===== src/rtl/euler_step_sequencer.sv =====
// Step sequencer for an Euler integration core: launches one core step at a time and advances t_now by h_step.
// Optional watchdog on the core finish level is enabled by defining EULER_SEQ_TIMEOUT_EN.
module euler_step_sequencer #(
  parameter int DATA_SIZE      = 16,
  parameter int STEP_W         = 16,
  parameter int TIMEOUT_CYCLES = 1024
) (
  input  logic                 clk,
  input  logic                 rst,
  input  logic                 go,
  input  logic                 abort,
  input  logic [DATA_SIZE-1:0] h_step,
  input  logic [DATA_SIZE-1:0] t_start,
  input  logic [DATA_SIZE-1:0] t_end,
  input  logic [STEP_W-1:0]    max_steps,
  input  logic                 core_finish,
  output logic                 core_start,
  output logic [DATA_SIZE-1:0] core_h_step,
  output logic [DATA_SIZE-1:0] t_now,
  output logic [STEP_W-1:0]    step_count,
  output logic                 busy,
  output logic                 done,
  output logic                 error
);

  typedef enum logic [2:0] {
    IDLE     = 3'd0,
    LAUNCH   = 3'd1,
    WAIT_FIN = 3'd2,
    ADVANCE  = 3'd3,
    FINISH   = 3'd4
  } state_t;

  state_t state_q, state_d;

  logic [DATA_SIZE-1:0] h_q, h_d;
  logic [DATA_SIZE-1:0] t_end_q, t_end_d;
  logic [DATA_SIZE-1:0] t_now_q, t_now_d;
  logic [STEP_W-1:0]    max_q, max_d;
  logic [STEP_W-1:0]    step_q, step_d;
  logic                 err_q, err_d;
  logic [DATA_SIZE:0]   sum;
  logic [STEP_W-1:0]    step_inc;

`ifdef EULER_SEQ_TIMEOUT_EN
  localparam int WD_W = $clog2(TIMEOUT_CYCLES + 1);
  logic [WD_W-1:0] wd_q, wd_d;
`endif

  assign sum      = {1'b0, t_now_q} + {1'b0, h_q};
  assign step_inc = step_q + STEP_W'(1);

  always_comb begin
    state_d = state_q;
    h_d     = h_q;
    t_end_d = t_end_q;
    t_now_d = t_now_q;
    max_d   = max_q;
    step_d  = step_q;
    err_d   = err_q;
`ifdef EULER_SEQ_TIMEOUT_EN
    wd_d    = wd_q;
`endif

    case (state_q)
      IDLE: begin
        if (go && !abort) begin
          h_d     = h_step;
          t_end_d = t_end;
          max_d   = max_steps;
          t_now_d = t_start;
          step_d  = '0;
          err_d   = 1'b0;
          if (max_steps == '0 || t_start >= t_end) state_d = FINISH;
          else                                     state_d = LAUNCH;
        end
      end
      LAUNCH: begin
`ifdef EULER_SEQ_TIMEOUT_EN
        wd_d = '0;
`endif
        state_d = abort ? IDLE : WAIT_FIN;
      end
      WAIT_FIN: begin
        if (abort) begin
          state_d = IDLE;
        end else if (core_finish) begin
          state_d = ADVANCE;
        end else begin
`ifdef EULER_SEQ_TIMEOUT_EN
          if (wd_q == WD_W'(TIMEOUT_CYCLES - 1)) begin
            err_d   = 1'b1;
            state_d = FINISH;
          end else begin
            wd_d = wd_q + WD_W'(1);
          end
`endif
        end
      end
      ADVANCE: begin
        if (abort) begin
          state_d = IDLE;
        end else begin
          step_d = step_inc;
          // A carry out of the time sum means t_now can no longer represent the run.
          if (sum[DATA_SIZE]) begin
            t_now_d = '1;
            err_d   = 1'b1;
            state_d = FINISH;
          end else begin
            t_now_d = sum[DATA_SIZE-1:0];
            if (step_inc == max_q || sum[DATA_SIZE-1:0] >= t_end_q) state_d = FINISH;
            else                                                    state_d = LAUNCH;
          end
        end
      end
      FINISH:  state_d = IDLE;
      default: state_d = IDLE;
    endcase
  end

  always_ff @(posedge clk) begin
    if (rst) begin
      state_q <= IDLE;
      h_q     <= '0;
      t_end_q <= '0;
      t_now_q <= '0;
      max_q   <= '0;
      step_q  <= '0;
      err_q   <= 1'b0;
`ifdef EULER_SEQ_TIMEOUT_EN
      wd_q    <= '0;
`endif
    end else begin
      state_q <= state_d;
      h_q     <= h_d;
      t_end_q <= t_end_d;
      t_now_q <= t_now_d;
      max_q   <= max_d;
      step_q  <= step_d;
      err_q   <= err_d;
`ifdef EULER_SEQ_TIMEOUT_EN
      wd_q    <= wd_d;
`endif
    end
  end

  assign core_start  = (state_q == LAUNCH);
  assign done        = (state_q == FINISH);
  assign busy        = (state_q != IDLE);
  assign core_h_step = h_q;
  assign t_now       = t_now_q;
  assign step_count  = step_q;
  assign error       = err_q;

endmodule


===== config.mk =====
export PLATFORM = sky130hd
export DESIGN_NAME = euler_step_sequencer
export DESIGN_NICKNAME = d
export VERILOG_FILES = /design/src/rtl/euler_step_sequencer.sv
export SDC_FILE = /design/constraint.sdc
export NUM_CORES = 1
export LEC_CHECK = 0
export BUFFER_PORTS_ARGS = -buffer_cell sky130_fd_sc_hd__buf_2
export CORE_MARGIN = 8
export CORE_UTILIZATION = 30
export CTS_CLUSTER_SIZE = 10
export DETAILED_ROUTE_END_ITERATION = 8
export PLACE_DENSITY = 0.5
export SYNTH_ARGS = -nofsm -noshare
export SYNTH_HDL_FRONTEND = slang
export SYNTH_SLANG_ARGS = --single-unit

===== constraint.sdc =====
create_clock -name clk -period 11.01 [get_ports clk]
set_clock_uncertainty 0.2 [all_clocks]
set_input_delay 0.5505 -clock clk [delete_from_list [all_inputs] [get_ports clk]]
set_output_delay 0.5505 -clock clk [all_outputs]
set_load 0.02 [all_outputs]

# Yosys cells after proc, flatten, opt, wreduce, memory -nomap -nowiden
# Cells that the tools add are included.
# op_classes
n_lt_le_gt_ge,2
muxes,20
reduce_logical,12
add_sub_neg,2
n_eq_ne,9
# op_table
operator,count
16-bit two-way mux,5
16-bit one-hot mux with 2 select lines,2
16-bit greater-or-equal comparator,2
3-bit two-way mux,7
16-bit by 16-bit adder with 17-bit output,1
16-bit by 1-bit adder with 16-bit output (second input constant),1
16-bit equality test,1
16-bit zero test,1
3-bit one-hot mux with 4 select lines,1
3-bit by 2-bit equality test with 1-bit output (second input constant),2
2-bit inequality test (second input constant),3
2-bit AND reduction,2
4-bit AND reduction,1
3-bit by 1-bit equality test with 1-bit output (second input constant),1
3-bit equality test (second input constant),1
3-bit zero test,1
1-bit two-way mux,3
3-bit inequality test (second input constant),1
3-bit AND reduction,1
3-bit nonzero test,1
1-bit logical OR,2
2-bit two-way mux,1
1-bit one-hot mux with 2 select lines,1
2-bit nonzero test,1
other kinds (2),2
# totals
regBits,84
input_bits,69
out_inout_bits,52
wordCells,52

# Logic depth before layout (Yosys ltp)
# Gate-level depths: netlist (run 1).
# depth
word_depth,7
ltp_mapped,16
depth_no_buf,16

# Worst setup path before layout (run 1)
# OpenSTA, ideal clock, no wires.
# synth_path
path_type,register to register
startpoint,"register h_q[0], in the netlist core_h_step[0]"
endpoint,register state_q[2]
t_arrival_ns,3.289
path_slack_ns,7.402
path_buffers,0
required_ns,10.691
setup_ns,0.119
period_less_slack_ns,3.608
path_stages_with_launch,16
path_cell_list,dfxtp_1 > ha_1 > fa_1 > a21oi_1 > o211ai_1 > a21oi_1 > o31ai_1 > or2_2 > ha_1 > nand2_1 > a2bb2oi_1 > a21oi_1 > o31a_1 > a2111o_1 > nor2_1 > a21oi_1
# synth_between
elab_chain_cells,7
# synth_rtl
element,line_no,source
"start, declared",36,"logic [DATA_SIZE-1:0] h_q, h_d;"
"start signal, assigned",125,h_q <= '0;
"start signal, assigned",136,h_q <= h_d;
16-bit by 16-bit adder with 17-bit output (*),50,"assign sum = {1'b0, t_now_q} + {1'b0, h_q};"
16-bit greater-or-equal comparator,112,if (step_inc == max_q || sum[DATA_SIZE-1:0] >= t_end_q) state_d = FINISH;
1-bit logical OR,112,
3-bit two-way mux,112,
3-bit two-way mux (*),106,if (sum[DATA_SIZE]) begin
3-bit two-way mux (*),101,if (abort) begin
3-bit one-hot mux with 4 select lines (*),65,case (state_q)
"end signal, assigned",135,state_q <= state_d;
"end, declared",34,"state_t state_q, state_d;"
# Mark *: on every way between the ends. The rest lies on a longest branch, timed or not.
# A chain may end at the register's enable or synchronous reset.

# Worst setup path in the final report (run 1)
# Ends and elaborated chain as after synthesis.

==> flow_summary_export.csv, run 1 <==
group,metric,value,unit
clock_tree,cts_tree,"built",
placed_design,hpwl,12800,µm
yosys,netlist_instances,695,
yosys,syn_nets,814,
placed_design,placedInstanceArea,6180,µm²
layout,area_growth,18.6,%
setup_path,crit_path_max_fanout,3,
die,fp.dieArea,22700,µm²
clock_tree,insertion_delay,350,ps
clock_tree,cts_hold_buf,0,
clock_tree,ctsResizeCount,0,
sta,drv_slew,0,
placed_design,place_congestion,0.850,
min_path,min_path_type,"in2reg",
flow_run,maxCapViolCount,0,
global_route,grt_max_degree,86,
yosys,synth-seq-area-share,0.309,
yosys,syn_area_per_cell,7.82,µm²
global_route,antenna_found_initial,0,
sta,hold_viol,0,
yosys,synthTopCellsByArea,"dfxtp_1, ha_1, a21oi_1",
setup_path,crit_path_start_kind,"flip-flop",
sta,min_period,3840,ps
die,dieWidth,151,µm
clock_tree,root_buffer,"clkbuf_16",
layout,finalNetCount,910,
placed_design,numPortBuffers,120,
layout,num_antenna_cells,0,
setup_path,cp_data_required_time,11040,ps
clock_tree,cts_buffers,9,
yosys,synth_ff_type,"dfxtp_1",
drt,routed_via_density,5.04,
sta,worst_slew_margin_rel,0.271,
setup_path,crit_type,"reg2reg",
layout,drive_gt1_frac,0.197,
drt,routed_wl,17400,µm
clock_tree,ctsLongestPathBuffers,2,
yosys,yosysWarningCount,0,
drt,ant_nets,0,
sta,period_share,0.349,
global_route,overflow,0,
die,ios,121,
layout,postLayoutCellArea,6440,µm²
drt,drtIter0Drc,207,
clock_tree,cts.sink_count,84,
yosys,synth_seq_cells,84,
die,start_util,0.305,
drt,drt-pass1-iter-count,4,
power_and_ir_drop,ir_worst_vdd,0.0781,mV
clock_tree,clk_pin_slew_worst_paths,60,ps
global_route,grt_pass1_vias,5199,
yosys,syn_area,5430,µm²
clock_tree,cts_htree_levels,3,
clock_tree,cts_setup_buffers,0,
drt,wl_per_cell,17.0,µm
sta,fmax,260,MHz
setup_path,cp.arrival,3880,ps
die,die_y,151,µm
outcome,status,"finished, final reports clean",
yosys,synth_top_area_share,0.309,
setup_path,endpoint_kind,"flip-flop",
die,core,17800,µm²
sta,setup_tns,0,ps
sta,setup_viol,0,
yosys,synth_top_area_cell,"dfxtp_1",
yosys,async_flop_share,0,
die,num_rows,49,
global_route,grt_use_total,0.155,
power_and_ir_drop,p_leak,2.69,nW
global_route,grt_pass1_wl,28000,µm
drt,num_vias,5159,
sta,tightest_slew,1090,ps
yosys,synthDistinctLibCells,71,
power_and_ir_drop,p_per_area,122,nW/µm²
sta,rsz0062_at_grt,"no",
yosys,synth_edf_count,0,
drt,drcViolationCount,0,
layout,fill_cells,1954,
[metal layers]
| layer | track usage | part of all wire | up-vias | routed length, µm |
|---|---|---|---|---|
| met5 | 0 | 0 | - | 0 |
| met4 | 0.0282 | 0.0087 | 0 | 151 |
| met3 | 0.0427 | 0.051 | 9 | 880 |
| met2 | 0.260 | 0.47 | 110 | 8210 |
| met1 | 0.198 | 0.47 | 2388 | 8140 |
| li1 | - | - | 2652 | - |
[placed cells by master, fill, tap and decap left out, types with 5 or more instances in the layout]
cell	instances
a21oi_1	99
a311oi_1	6
and2_1	5
buf_2	120
clkbuf_16	9
dfxtp_1	84
ha_1	49
inv_1	40
nand2_1	132
nand3_1	17
nand3b_1	6
nor2_1	29
nor3_1	11
nor3b_1	5
nor4_1	9
o211ai_1	6
o21ai_0	27
o221ai_1	13
or3_1	5
xnor2_1	27
xor2_1	9
[logic make-up (layout without fill, tap and decap cells)]
logic type	Yosys count	after routing	synth area share
AOI/OAI and AO/OA	195	195	0.233
xor gates and xnor gates	36	36	0.0580
adders and majority gates	51	51	0.118
buffers and inverters	79	179	0.0622
DFF	84	84	0.309
muxes	1	1	0.00184
and+or+nand+nor	249	249	0.217
[worst max-delay path, cell delays in order (launching register included)]
cell and delay (ps):
dfxtp_1 320, ha_1 240, fa_1 410, a21oi_1 240, o211ai_1 170, a21oi_1 290, o31ai_1 120, or2_2 300
ha_1 270, nand2_1 90, a2bb2oi_1 170, a21oi_1 80, o31a_1 240, a2111o_1 410, nor2_1 120, a21oi_1 70
[synth_stat cells, drive strengths merged (2+ instances only)]
master,number
nand2,133
a21oi,101
dfxtp,84
ha,49
inv,40
nor2,30
clkbuf,29
o21ai,28
xnor2,27
nand3,17
o221ai,13
nor3,11
buf,10
nor4,9
xor2,9
a311oi,6
and2,6
nand2b,6
nand3b,6
o211ai,6
or3,6
nand4,5
nor3b,5
a211oi,4
a31oi,4
and3,4
o21a,4
a2111o,3
o21bai,3
o31ai,3
a2111oi,2
a21o,2
a22oi,2
and4,2
nor2b,2
nor4b,2
o22a,2
o311ai,2
[where the power goes]
part | leakage (nW) | internal [mW] | switching, mW
clock network | 0.131 | 0.158 | 0.129
logic | 1.87 | 0.0676 | 0.103
registers | 0.684 | 0.318 | 0.0121
total | 2.69 | 0.544 | 0.244
[path summary, 6_finish.rpt]
kind,endpoint,cells after the start,slack (ps),from
setup / recovery,state_q[2],15,7170,core_h_step[0]
hold / removal,state_q[1],2,230,abort
hold reg to reg,t_end_q[14],2,260,t_end_q[14]
setup reg to reg,state_q[2],15,7170,core_h_step[0]
[final cells by class]
cell class / count / area [µm²] / share of cell area
clock buffer: 11 / 243 / 0.0377
multi-input combinational: 532 / 3430 / 0.532
inverter: 40 / 150 / 0.0233
sequential: 84 / 1680 / 0.261
tap: 229 / 287 / 0.0445
clock inverter: 4 / 26.3 / 0.00408
timing repair buffer: 124 / 631 / 0.0978
[flip-flops by register name, indices dropped and copies added, names as in the netlist]
| name | count |
|---|---|
| error | 1 |
| state_q | 3 |
| t_now | 16 |
| core_h_step | 16 |
| t_end_q | 16 |
| step_count | 16 |
| max_q | 16 |
[stage by stage]
step                setup WS, ps  std cells  power, mW  hold slack, ps   util
floorplan                   7400        695      0.450             236      -
global placement            7300       1009      0.510             244  0.346
detailed placement          7230       1009      0.509             249  0.346
CTS                         7190       1024      0.798             220  0.361
global route                6910       1024      0.836             233  0.361
finish                      7170       1024      0.787             231  0.361
Note: power is estimated with default switching activity, not from simulation.
==> run 2, diff against run 1 <==
--- a/config.mk
+++ b/config.mk
@@ -5,6 +5,7 @@
 export SDC_FILE = /design/constraint.sdc
 export NUM_CORES = 1
 export LEC_CHECK = 0
+export ABC_AREA = 1
 export BUFFER_PORTS_ARGS = -buffer_cell sky130_fd_sc_hd__buf_2
 export CORE_MARGIN = 8
 export CORE_UTILIZATION = 30
==> constraint.sdc (replaced) <==
create_clock -name clk -period 3.6 [get_ports clk]
set_clock_uncertainty 0.2 [all_clocks]
set_input_delay 0.18 -clock clk [delete_from_list [all_inputs] [get_ports clk]]
set_output_delay 0.18 -clock clk [all_outputs]
set_load 0.02 [all_outputs]
==> run 2 against run 1 <==
Die area fell by 1.6%. Power rose to 3.6 times the previous value. First-iteration DRC count rose by 56%. Setup slack got worse by 6900 ps. Hold slack got worse by 190 ps. Critical endpoint unchanged. Routed wire length rose by 5.7%. Synthesized cell count rose by 13%.
==> flow_summary_export.csv, run 2 <==
group,metric,value,unit
drt,ant_nets,0,
die,dieWidth,149,µm
yosys,synth_top_area_cell,"dfxtp_1",
min_path,hold_end,"t_now[10]",
yosys,syn_area_per_cell,6.80,µm²
global_route,grt_pass1_vias,5576,
layout,post-route-util,0.408,
setup_path,cp.arrival,3320,ps
die,start_util,0.308,
setup_path,cp_data_required_time,3630,ps
clock_tree,root_buffer,"clkbuf_16",
global_route,antenna_found_initial,0,
global_route,grt_use_total,0.168,
yosys,synth_edf_count,0,
layout,finalNetCount,1071,
layout,area_growth,32.5,%
die,core,17400,µm²
drt,num_vias,5540,
die,num_rows,48,
layout,fin_cells,1182,
drt,routed_via_density,4.69,
drt,wl_per_cell,15.5,µm
min_path,min_path_cells,4,
sta,tightest_slew,559,ps
yosys,synth_common_cells,"nand2_1, nor2_1, inv_1, a21oi_1, dfxtp_1",
global_route,grt_pass1_wl,29600,µm
power_and_ir_drop,ir_worst_vdd,0.317,mV
min_path,min-delay-start,"t_start[10]",
yosys,syn_area,5340,µm²
yosys,synthDistinctLibCells,36,
setup_path,endpoint_kind,"flip-flop",
sta,fin_ws,306,ps
setup_path,r2r_slack,310,ps
sta,min_period,3290,ps
yosys,synth_top_area_share,0.315,
die,die_y,149,µm
sta,hold_viol,0,
yosys,yosysMostFrequentCell,"nand2_1",
placed_design,placed_cells,1110,
flow_run,maxCapViolCount,0,
outcome,status,"finished, final reports clean",
sta,setup_viol,0,
clock_tree,cts_tree,"built",
setup_path,r2r_start,"core_h_step[4]",
clock_tree,clk_pin_slew_worst_paths,70,ps
sta,period_share,0.915,
min_path,min_path_type,"in2reg",
drt,routed_wl,18400,µm
clock_tree,ctsLongestPathBuffers,2,
yosys,synth-seq-area-share,0.315,
placed_design,numPortBuffers,120,
drt,drt-pass1-iter-count,4,
placed_design,place_congestion,0.831,
yosys,yosysWarningCount,0,
setup_path,crit_path_start_kind,"flip-flop",
global_route,overflow,0,
setup_path,r2r_end,"state_q[2]",
layout,mostFrequentLayoutCell,"nand2_1",
layout,fill_cells,1856,
yosys,async_flop_share,0,
sta,fmax,304,MHz
power_and_ir_drop,p_per_area,395,nW/µm²
placed_design,hpwl,13400,µm
drt,drtIter0Drc,323,
sta,worst_slew_margin_rel,0.624,
setup_path,r2r_cells,20,
yosys,syn_nets,904,
die,fp.dieArea,22300,µm²
global_route,grt_max_degree,41,
layout,drive_gt1_frac,0.182,
die,ios,121,
drt,drcViolationCount,0,
yosys,synthTopCellsByArea,"dfxtp_1, ha_1, nand2_1",
placed_design,pre_cts_slack,278,ps
layout,num_antenna_cells,0,
clock_tree,cts_htree_levels,3,
clock_tree,cts.sink_count,84,
setup_path,crit_start,"core_h_step[4]",
sta,finalHoldWorstSlack,39.9,ps
yosys,synth_ff_type,"dfxtp_1",
layout,final_cell_mix,"nand2_1, buf_2, nor2_1, inv_1, dfxtp_1",
sta,drv_slew,0,
yosys,netlist_instances,785,
clock_tree,insertion_delay,340,ps
setup_path,crit_type,"reg2reg",
clock_tree,cts_buffers,9,
yosys,synth_seq_cells,84,
power_and_ir_drop,power,2.80,mW
setup_path,crit_path_max_fanout,6,
power_and_ir_drop,p_leak,3.44,nW
run 2: layout make-up:
cell class              instances  area [µm²]  share of cell area
clock buffers                  12         246              0.0348
clock inverters                 4        72.6              0.0103
inverters                      92         345              0.0488
multi-input cells             581        3230               0.456
flip-flops and latches         84        1680               0.238
well taps                     225         282              0.0398
repair buffers                184        1220               0.173
run 2: worst max-delay path, stage by stage, from the launching register on:
cell and delay (ps):
dfxtp_1 330, ha_1 400, a21oi_1 220, inv_1 60
a31oi_1 220, o21ai_0 170, a21oi_1 200, nand2_1 70
nand2_1 90, inv_1 40, ha_1 280, a21oi_1 150
o21ai_0 100, a21oi_1 130, o21ai_1 90, a21oi_2 150
nand3_2 80, nand2_1 60, nand2_1 50, nand2_1 60
nor2_2 30
run 2: cells by family (layout without fill, tap and decap cells):
kind of cell    Yosys count  after routing  share of synthesized area
simple gates            321            321                      0.262
compound gates          192            192                      0.188
buf+inv                 120            292                     0.0862
flops                    84             84                      0.315
fa+ha+maj                50             50                      0.119
xor+xnor                 18             18                     0.0295
run 2: report_power, final:
group / internal, mW / total, mW / leakage [nW] / switching (mW)
Sequential: 0.998 / 1.05 / 0.688 / 0.0476
Clock: 0.627 / 1.02 / 0.153 / 0.395
Combinational: 0.289 / 0.729 / 2.60 / 0.440
run 2: what timing repair did:
action                                 4_1_cts  5_1_grt
endpoints found under the hold margin       56        0
buffers inserted                             0        0
setup endpoints to repair                    0        2
gates resized for setup                      0        5
hold buffers                                56        0
run 2: worst max path at each step:
stage	end	cells after the start	slack (ps)
after global routing	state_q[2]	20	-3
after global placement	state_q[2]	20	350
after floorplan	state_q[2]	21	480
after detailed placement	state_q[2]	20	280
final	state_q[2]	20	310
after CTS	state_q[2]	20	260
run 2: routing by layer:
layer  wire length (µm)  vias to the layer above  global-route usage
met5                  0                        -                   0
met4                 51                        0              0.0308
met3               1110                        2              0.0473
met2               8970                      115               0.291
met1               8230                     2494               0.205
li1                   -                     2929                   -
run 2: stage by stage:
stage                     TNS [ps]  cell area, µm²
after CTS                        0            7060
after global routing         -2.97            7080
after global placement           0            6180
after detailed placement         0            6180
final                            0            7080
after floorplan                  0            5340
==> run 3, diff against run 2 <==
--- a/config.mk
+++ b/config.mk
@@ -5,7 +5,6 @@
 export SDC_FILE = /design/constraint.sdc
 export NUM_CORES = 1
 export LEC_CHECK = 0
-export ABC_AREA = 1
 export BUFFER_PORTS_ARGS = -buffer_cell sky130_fd_sc_hd__buf_2
 export CORE_MARGIN = 8
 export CORE_UTILIZATION = 30
==> run 3 against run 2 <==
Hold slack improved by 6.3 ps. Routed wire length fell by 2.8%. Non-clock buffer count rose by 9. Fmax is 2.9% lower. Clock power barely moved. Critical path depth decreased by 5. Sequential power decreased by 4%. Power decreased by 5.6%. Largest cell class unchanged. Core utilization down 0.12 points. Combinational power decreased by 15%. Via count shrank 2.1%. Sequential share of layout area fell by 0.56 points.
==> flow_summary_export.csv, run 3 (synthesis results as in run 1) <==
group,metric,value,unit
outcome,status,"finished, final reports clean",
power_and_ir_drop,p_leak,3.00,nW
clock_tree,insertion_delay,350,ps
setup_path,crit_top_cell,"a21oi_1",
sta,hold_viol,0,
clock_tree,ctsLongestPathBuffers,2,
clock_tree,cts.sink_count,84,
power_and_ir_drop,power,2.64,mW
die,core,17800,µm²
min_path,min_path_type,"in2reg",
setup_path,cp.arrival,3430,ps
die,num_rows,49,
sta,setup_viol,0,
drt,drcViolationCount,0,
sta,fmax,295,MHz
sta,setup_tns,0,ps
sta,rsz0062_at_grt,"no",
setup_path,crit_path_top_delay_cell,"fa_2",
drt,routed_via_density,4.96,
layout,area_growth,33.5,%
placed_design,placedInstanceArea,6290,µm²
sta,period_share,0.942,
drt,drtIter0Drc,155,
clock_tree,cts_tree,"built",
clock_tree,cts_htree_levels,3,
die,dieWidth,151,µm
setup_path,crit_path_max_fanout,3,
setup_path,cp_data_required_time,3640,ps
drt,drt-pass1-iter-count,4,
drt,ant_nets,0,
layout,final_cell_mix,"nand2_1, buf_2, a21oi_1, dfxtp_1, dlygate4sd3_1",
setup_path,crit_path_start_kind,"flip-flop",
die,ios,121,
placed_design,hpwl,13100,µm
global_route,grt_use_total,0.162,
sta,tightest_slew,791,ps
clock_tree,root_buffer,"clkbuf_16",
sta,min_period,3390,ps
sta,drv_slew,0,
global_route,antenna_found_initial,0,
clock_tree,cts_buffers,9,
power_and_ir_drop,ir_worst_vdd,0.241,mV
layout,num_antenna_cells,0,
clock_tree,clk_pin_slew_worst_paths,60,ps
setup_path,endpoint_kind,"flip-flop",
power_and_ir_drop,p_per_area,364,nW/µm²
die,fp.dieArea,22700,µm²
die,die_y,151,µm
layout,drive_gt1_frac,0.226,
layout,mostFrequentLayoutCell,"nand2_1",
flow_run,maxCapViolCount,0,
layout,finalNetCount,979,
setup_path,crit_type,"reg2reg",
layout,fill_cells,1856,
sta,worst_slew_margin_rel,0.473,
global_route,grt_max_degree,52,
placed_design,numPortBuffers,120,
drt,num_vias,5422,
setup_path,crit_path_max_incr_delay,420,ps
global_route,overflow,0,
setup_path,path_cells,"ha_2 > fa_2 > a21oi_4 > o211ai_1 > a21oi_2 > o31ai_2 > or2_2 > ha_4 > nand2_2 > a2bb2oi_2 > a21oi_1 > o31a_1 > a2111o_1 > nor2_1 > a21oi_1",
drt,routed_wl,17900,µm
placed_design,place_congestion,0.824,
global_route,grt_pass1_wl,28900,µm
die,start_util,0.305,
drt,wl_per_cell,16.3,µm
global_route,grt_pass1_vias,5509,
layout,postLayoutCellArea,7250,µm²
run 3: per-layer routing:
| layer | vias to the layer above | track usage | share of wire |
|---|---|---|---|
| li1 | 2792 | - | - |
| met1 | 2515 | 0.199 | 0.46 |
| met2 | 104 | 0.281 | 0.49 |
| met3 | 11 | 0.0406 | 0.044 |
| met4 | 0 | 0.0302 | 0.0074 |
| met5 | - | 0 | 0 |
run 3: critical path, delay by kind of cell, from the launching register on:
family | cells | cell delay (ps)
AOI/OAI and AO/OA | 9 | 1410
adders and majority gates | 3 | 850
and+or+nand+nor | 3 | 500
DFF | 1 | 320
run 3: report_power, final:
| part | leakage, nW | switching [mW] | internal [mW] |
|---|---|---|---|
| Sequential | 0.684 | 0.0368 | 0.974 |
| Combinational | 2.17 | 0.339 | 0.278 |
| Clock | 0.151 | 0.408 | 0.605 |
run 3: layout make-up:
cell class	instances	area [µm²]	share of cell area
Sequential cell	84	1680	0.232
Inverter	40	150	0.0207
Clock buffer	9	225	0.0311
Tap cell	229	287	0.0395
Clock inverter	6	90.1	0.0124
Multi-Input combinational cell	532	3540	0.488
Timing Repair Buffer	193	1280	0.176
run 3: final timing paths:
| kind | slack, ps | startpoint | cells past startpoint | end |
|---|---|---|---|---|
| max | 210 | t_now[0] | 15 | state_q[2] |
| min | 50 | t_start[2] | 3 | t_now[2] |
| max reg2reg | 210 | t_now[0] | 15 | state_q[2] |
| min reg2reg | 250 | t_end_q[2] | 2 | t_end_q[2] |
run 3: what timing repair did:
action	CTS	global route
buffers inserted	0	3
gates resized for setup	5	17
hold endpoints to repair	51	0
endpoints found under the setup margin	2	2
pin swaps	3	14
hold buffers	51	0
run 3: metrics by stage:
stage,worst slack (ps),hold WS (ps),std cells,utilization
4_1_cts,26.6,24.4,1090,0.400
2_1_floorplan,37.7,56.8,695,-
3_5_place_dp,-83.9,210,1024,0.353
5_1_grt,10.1,40.2,1093,0.406
6_report,207,46.2,1093,0.406
3_3_place_gp,-5.87,212,1024,0.353
